===== config.mk =====
export PLATFORM = sky130hd
export DESIGN_NAME = rst_seq_sync
export DESIGN_NICKNAME = d
export VERILOG_FILES = /design/src/rtl/rst_seq_sync.sv
export SDC_FILE = /design/constraint.sdc
export NUM_CORES = 1
export LEC_CHECK = 0
export CORE_ASPECT_RATIO = 0.9
export CORE_MARGIN = 1
export CORE_UTILIZATION = 35
export CTS_BUF_LIST = sky130_fd_sc_hd__clkbuf_4
export CTS_CLUSTER_DIAMETER = 40
export DETAILED_ROUTE_END_ITERATION = 8
export PLACE_DENSITY_LB_ADDON = 0.12
export SKIP_CTS_REPAIR_TIMING = 1
export SYNTH_ARGS = -nofsm -noshare
export SYNTH_HDL_FRONTEND = slang
export SYNTH_SLANG_ARGS = --single-unit

===== constraint.sdc =====
create_clock -name CLK -period 2.1 [get_ports CLK]
set_input_delay 0.42 -clock CLK [delete_from_list [all_inputs] [get_ports CLK]]
set_output_delay 0.42 -clock CLK [all_outputs]
set_load 0.01 [all_outputs]

===== src/rtl/rst_seq_sync.sv =====
// rst_seq_sync: reset synchronizer and release sequencer.
//
// RST is asserted asynchronously and released through a NUM_STAGES-deep
// synchronizer chain. Once the synchronized release (SREL) is seen, all
// outputs stay in reset for STRETCH cycles. The channels then release one
// after another, GAP cycles apart. A software request clears every channel
// and restarts the stretch phase.
//
// Ports:
//   CLK        - clock, rising edge
//   RST        - asynchronous, active-low reset
//   SW_RST_REQ - synchronous software reset request, active-high
//   SYNC_RST   - per-channel active-low resets; bit i is released i-th
//   RST_DONE   - high once every channel is released
module rst_seq_sync #(
   parameter int unsigned NUM_STAGES = 2,
   parameter int unsigned NUM_CH     = 4,
   parameter int unsigned STRETCH    = 8,
   parameter int unsigned GAP        = 4
) (
   input  logic              CLK,
   input  logic              RST,
   input  logic              SW_RST_REQ,
   output logic [NUM_CH-1:0] SYNC_RST,
   output logic              RST_DONE
);

   localparam int unsigned ST_W = $clog2(STRETCH + 1);
   localparam int unsigned GP_W = $clog2(GAP + 1);
   localparam int unsigned CH_W = (NUM_CH > 1) ? $clog2(NUM_CH) : 1;

   typedef enum logic [1:0] {
      ASSERT,
      HOLD,
      RELEASE,
      DONE
   } state_t;

   logic [NUM_STAGES-1:0] chain_q, chain_d;
   logic                  srel_q, srel_d;
   state_t                state_q, state_d;
   logic [ST_W-1:0]       hold_q, hold_d;
   logic [GP_W-1:0]       gap_q, gap_d;
   logic [CH_W-1:0]       ch_q, ch_d;
   logic [NUM_CH-1:0]     sync_rst_q, sync_rst_d;
   logic                  rst_done_q, rst_done_d;

   assign srel_q = chain_q[NUM_STAGES-1];

   always_comb begin
      // Shift a 1 into stage 0; with one stage this is simply constant 1.
      chain_d = (chain_q << 1) | NUM_STAGES'(1);
      // Look ahead at the last stage's input so HOLD is entered on the very
      // edge where SREL becomes 1.
      srel_d  = chain_d[NUM_STAGES-1];

      state_d    = state_q;
      hold_d     = hold_q;
      gap_d      = gap_q;
      ch_d       = ch_q;
      sync_rst_d = sync_rst_q;
      rst_done_d = rst_done_q;

      case (state_q)
         ASSERT: begin
            if (srel_d) begin
               state_d = HOLD;
               hold_d  = ST_W'(1);
            end
         end
         HOLD: begin
            if (hold_q == ST_W'(STRETCH)) begin
               sync_rst_d = NUM_CH'(1);
               hold_d     = '0;
               if (NUM_CH == 1) begin
                  state_d    = DONE;
                  rst_done_d = 1'b1;
               end else begin
                  state_d = RELEASE;
                  gap_d   = GP_W'(1);
                  ch_d    = CH_W'(1);
               end
            end else begin
               hold_d = hold_q + ST_W'(1);
            end
         end
         RELEASE: begin
            if (gap_q == GP_W'(GAP)) begin
               // Released bits form a contiguous run from bit 0, so shifting
               // in a 1 releases exactly the next channel.
               sync_rst_d = (sync_rst_q << 1) | NUM_CH'(1);
               gap_d      = GP_W'(1);
               if (ch_q == CH_W'(NUM_CH - 1)) begin
                  state_d    = DONE;
                  rst_done_d = 1'b1;
                  gap_d      = '0;
                  ch_d       = '0;
               end else begin
                  ch_d = ch_q + CH_W'(1);
               end
            end else begin
               gap_d = gap_q + GP_W'(1);
            end
         end
         DONE: begin
         end
         default: begin
            state_d = ASSERT;
         end
      endcase

      // srel_q is 0 only in ASSERT, so this gate also drops requests there.
      if (SW_RST_REQ && srel_q) begin
         state_d    = HOLD;
         hold_d     = ST_W'(1);
         gap_d      = '0;
         ch_d       = '0;
         sync_rst_d = '0;
         rst_done_d = 1'b0;
      end
   end

   always_ff @(posedge CLK or negedge RST) begin
      if (!RST) begin
         chain_q    <= '0;
         state_q    <= ASSERT;
         hold_q     <= '0;
         gap_q      <= '0;
         ch_q       <= '0;
         sync_rst_q <= '0;
         rst_done_q <= 1'b0;
      end else begin
         chain_q    <= chain_d;
         state_q    <= state_d;
         hold_q     <= hold_d;
         gap_q      <= gap_d;
         ch_q       <= ch_d;
         sync_rst_q <= sync_rst_d;
         rst_done_q <= rst_done_d;
      end
   end

   assign SYNC_RST = sync_rst_q;
   assign RST_DONE = rst_done_q;

endmodule


Word-level counts from Yosys, hierarchy flattened
Index checks and enable logic that the tools add are counted.
{"block": "classes", "add_sub_neg": 3, "mul": 0, "div_mod_pow": 0, "n_lt_le_gt_ge": 0, "eq_ne": 9, "shift": 0, "mux": 28, "bitwise": 0, "reduce_logical": 13}
{"cell": "$mux 4", "count": 6}
{"cell": "$mux 2", "count": 9}
{"cell": "$pmux 4 s2", "count": 2}
{"cell": "$ne 3x3->1 const B", "count": 4}
{"cell": "$mux 3", "count": 3}
{"cell": "$pmux 2 s3", "count": 1}
{"cell": "$pmux 3 s2", "count": 1}
{"cell": "$reduce_and 3->1", "count": 2}
{"cell": "$reduce_bool 2->1", "count": 3}
{"cell": "$reduce_bool 3->1", "count": 2}
{"cell": "$mux 1", "count": 5}
{"cell": "$reduce_and 5->1", "count": 1}
{"cell": "$add 4x1->4 const B", "count": 1}
{"cell": "$eq 2x2->1 const B", "count": 2}
{"cell": "$eq 4x4->1 const B", "count": 1}
{"cell": "$pmux 2 s2", "count": 1}
{"cell": "$reduce_and 2->1", "count": 2}
{"cell": "$reduce_bool 4->1", "count": 1}
{"cell": "$add 3x1->3 const B", "count": 1}
{"cell": "$eq 3x3->1 const B", "count": 1}
{"cell": "$add 2x1->2 const B", "count": 1}
{"cell": "$eq 2x1->1 const B", "count": 1}
{"cell": "$logic_not 2->1", "count": 1}
{"cell": "$logic_and 1x1->1", "count": 1}
{"block": "totals", "regBits": 18, "latch_bits": 0, "mem_bits_rw": 0, "rom_bits": 0, "in_bits": 3, "output_inout_bits": 5, "elab_cells": 60, "n_memories": 0}

Logic depth before layout (Yosys ltp)
{"block": "logic_depth", "ltp_word": 5, "ltp_mapped": 6, "depth_no_buf": 5}

Least setup slack after synthesis
Ideal clock, no wire load.
{"block": "synth_path", "path_type": "register to register", "startpoint": "reg state_q[0]", "endpoint": "reg sync_rst_q[3], in the netlist SYNC_RST[3]", "setup_ns": 0.143, "t_arrival_ns": 1.325, "required_ns": 1.957, "path_slack_ns": 0.632, "stages_incl_launch_ff": 5, "n_path_buf": 0, "synth_period_minus_slack_ns": 1.468, "path_cell_list": "dfrtp_1 -> ha_1 -> or2b_2 -> a22oi_1 -> o22ai_1"}
{"block": "synth_via", "elab_chain_cells": 3, "elab_cells_between_ends": 8, "classes_between": "eq/ne: 4; mux: 2; reduce/logical: 2"}
{"element": "from (decl)", "line_no": "41", "text": "state_t state_q, state_d;"}
{"element": "from (signal assigned)", "line_no": "134", "text": "state_q <= state_d;"}
{"element": "$eq 2x2->1 or $eq 2x1->1 (tied branches)", "line_no": "64", "text": "case (state_q)"}
{"element": "$ne 3x3->1 (no source line), or another cell as far along"}
{"element": "$reduce_and 3->1 (no source line) or $mux 4 (tied branches)"}
{"element": "to (signal assigned)", "line_no": "138", "text": "sync_rst_q <= sync_rst_d;"}
{"element": "to (decl)", "line_no": "45", "text": "logic [NUM_CH-1:0] sync_rst_q, sync_rst_d;"}
Parallel ways exist; a longest one is shown, timed or not.
A chain may end at the register's enable or synchronous reset.

Final worst setup path
{"block": "layout_path", "startpoint": "reg state_q[1]", "endpoint": "reg sync_rst_q[3], in the netlist SYNC_RST[3]"}
Same word-level chain as after synthesis.

==> impl_metrics.csv <==
group,metric,value,unit
setup_path,cp-end-kind,"flip-flop",
timing,holdWs,0.434,ns
setup_path,crit_cells,5,
pwr,p_int,0.000641,W
die,ios,8,
synthesis,synth_area_leaders,"dfrtp_1 (42%), ha_1 (9.4%), inv_1 (4.2%)",
run_status,status,"finished, final reports clean",
setup_path,worstSetupStartpointType,"flip-flop",
global_routing,antenna_found_initial,0,
clock_tree,cts.sinks,18,
global_routing,grt_max_degree,19,
pwr,seqPwrFrac,44.4,%
synthesis,synth_ff_type,"dfrtp_1",
global_routing,grt_overflow,0,
routing,ant_nets,0,
clock_tree,cts_tree,"built",
timing,skew,0.00673,ns
die,coreArea,2820,um2
die,start_util,37.9,%
global_routing,grt_pass1_wl,3810,um
routing,route.vias.total,847,
placed_design,gp_congestion,0.761,
synthesis,avgSynthCellArea,10.3,um2
routing,routed_via_density,5.43,
placed_design,dp_cells,152,
setup_path,crit_fanout,12,
synthesis,ys_ff_latch,18,
synthesis,ys_async_sr_fraction,100,%
setup_path,rrSetupSlack,0.29,ns
die,fp-row-count,18,
synthesis,yosys.area.top_type_share,42.3,%
worst_hold_path,hold_path_class,"primary input to asynchronous set/reset pin",
pwr,clkPwrFrac,18.2,%
pwr,p_switching,0.000374,W
synthesis,synth_top_area_cell,"dfrtp_1",
placed_design,dpl_worst_slack,0.307,ns
setup_path,critPathRequiredTime,2.26,ns
global_routing,grt_pass1_vias,808,
timing,fin_tns_setup,0,ns
pwr,cellPowerDensity,828,nW/um2
synthesis,synth_edf_count,0,
layout,antenna-diode-count,0,
clock_tree,insertion_delay,0.30,ns
setup_path,critPathTopFamily,"compound AO/OA/AOI/OAI gates",
clock_tree,root_buffer,"clkbuf_4",
setup_path,slowest_stage,"ha_1",
pwr,ir_drop,0.411,mV
timing,finalSetupViolations,0,
layout,layout-drive-gt1-share,12.9,%
pwr,p_comb_share,37.3,%
synthesis,ys_warn_count,0,
routing,postRouteWirelength,2190,um
clock_tree,cts_made_buffers,3,
pwr,swShare,36.8,%
layout,most-common-layout-cells,"dfrtp_1 (18), inv_1 (12), nand2_1 (8), ha_1 (8), clkdlybuf4s50_1 (7)",
clock_tree,cts_buffer_depth,2,
timing,fin_crit,1.81,ns
setup_path,arrival,1.98,ns
setup_path,path_cells,"inv_1 > ha_1 > nand4b_1 > a22oi_1 > o22ai_1",
routing,drtPass1Iterations,4,
placed_design,hpwl,1620,um
setup_path,r2r-end,"SYNC_RST[3]",
placed_design,io_buffers,7,
die,die_area,3270,um2
setup_path,path_buf_inv,1,
layout,syn2layout_area_growth,15.0,%
flow_run,max-cap-violations,0,
die,die_height,54.4,um
synthesis,synth-seq-area-share,42.3,%
layout,nets,128,
layout,post-route-util,43.6,%
timing,setup_ws,0.289,ns
setup_path,critical_path_class,"flip-flop to flip-flop",
layout,layout_commonest_cell,"dfrtp_1",
routing,drc,0,
timing,maxSlewViolCount,0,
pwr,leakage,0.550,nW
global_routing,grtUsageTotal,16.5,%
die,die_w,60.2,um
setup_path,r2r-start,"state_q[1]",
synthesis,synth_nets,115,
timing,fmax,552,MHz
clock_tree,clk_pin_slew,0.11,ns
layout,final_cells,156,
synthesis,syn_area,1070,um2
synthesis,synth_cell_types,42,
timing,hold_viol_final,0,
setup_path,critPathMaxStageDelay,0.41,ns
setup_path,reg2regPathDepth,5,
synthesis,syn_inst,104,
routing,drtIter0Drc,13,
timing,fin_crit_sh,86.2,%
clock_tree,htree_levels,1,
routing,wl_per_cell,14.0,um
timing,rsz0062_at_grt,"false",
## area by class of cell
cell class | instances | area, um2
tap | 40 | 50.0
timing repair buffer | 12 | 108
multi-input combinational | 70 | 547
sequential | 18 | 450
clock buffer | 3 | 22.5
fill | 277 | 1590
inverter | 12 | 45.0
clock inverter | 1 | 3.75
## registers in the layout, indices dropped and copies added, names as in the netlist
| signal | count |
|---|---|
| RST_DONE | 1 |
| gap_q | 3 |
| ch_q | 2 |
| state_q | 2 |
| chain_q | 2 |
| SYNC_RST | 4 |
| hold_q | 4 |
## worst max-delay path by stage
| stage | start | endpoint | slack [ns] |
|---|---|---|---|
| after floorplan | state_q[0] | SYNC_RST[3] | 0.63 |
| final | state_q[1] | SYNC_RST[3] | 0.29 |
| after global routing | state_q[1] | SYNC_RST[3] | 0.08 |
| after CTS | state_q[1] | SYNC_RST[3] | 0.26 |
| after global placement | SW_RST_REQ | hold_q[0] | 0.34 |
| after detailed placement | SW_RST_REQ | hold_q[0] | 0.31 |
## cell usage after synthesis, types with 2 or more instances
| master | instances |
|---|---|
| a21oi_1 | 3 |
| a31oi_1 | 2 |
| and2_1 | 2 |
| buf_4 | 2 |
| dfrtp_1 | 18 |
| ha_1 | 8 |
| inv_1 | 12 |
| mux2i_1 | 2 |
| nand2_1 | 8 |
| nand3_1 | 6 |
| nand4_1 | 2 |
| nand4b_1 | 2 |
| nor4bb_1 | 2 |
| o22ai_1 | 3 |
| o32ai_1 | 5 |
## layer usage
layer  vias up  share of wire (%)  global-route usage [%]
li1        414                  -                       -
met1       415                 53                    24.3
met2        16                 43                    23.4
met3         2                3.2                    4.96
met4         0               0.55                    3.49
met5         -                  0                       0
## power by group through the flow
stage,Combinational [W],Clock [W],Sequential [W]
6_report,0.000379,0.000185,0.000451
5_1_grt,0.000434,0.000210,0.000461
4_1_cts,0.000383,0.000198,0.000451
3_5_place_dp,0.000380,0,0.000458
3_3_place_gp,0.000380,0,0.000457
2_1_floorplan,0.000292,0,0.000448
## stage by stage
step	power [W]	area, um2
6_report	0.00102	1230
5_1_grt	0.00110	1230
3_3_place_gp	0.000837	1200
2_1_floorplan	0.000740	1070
3_5_place_dp	0.000838	1200
4_1_cts	0.00103	1230
## kinds of logic after synthesis
logic type      Yosys count  share of synthesized area, %
buf+inv                  16                          6.45
other cells               1                         0.352
mux                       3                          2.93
compound gates           29                          21.4
flops                    18                          42.3
fa+ha+maj                 8                          9.39
simple gates             29                          17.3
Note: power is estimated with default switching activity, not from simulation.
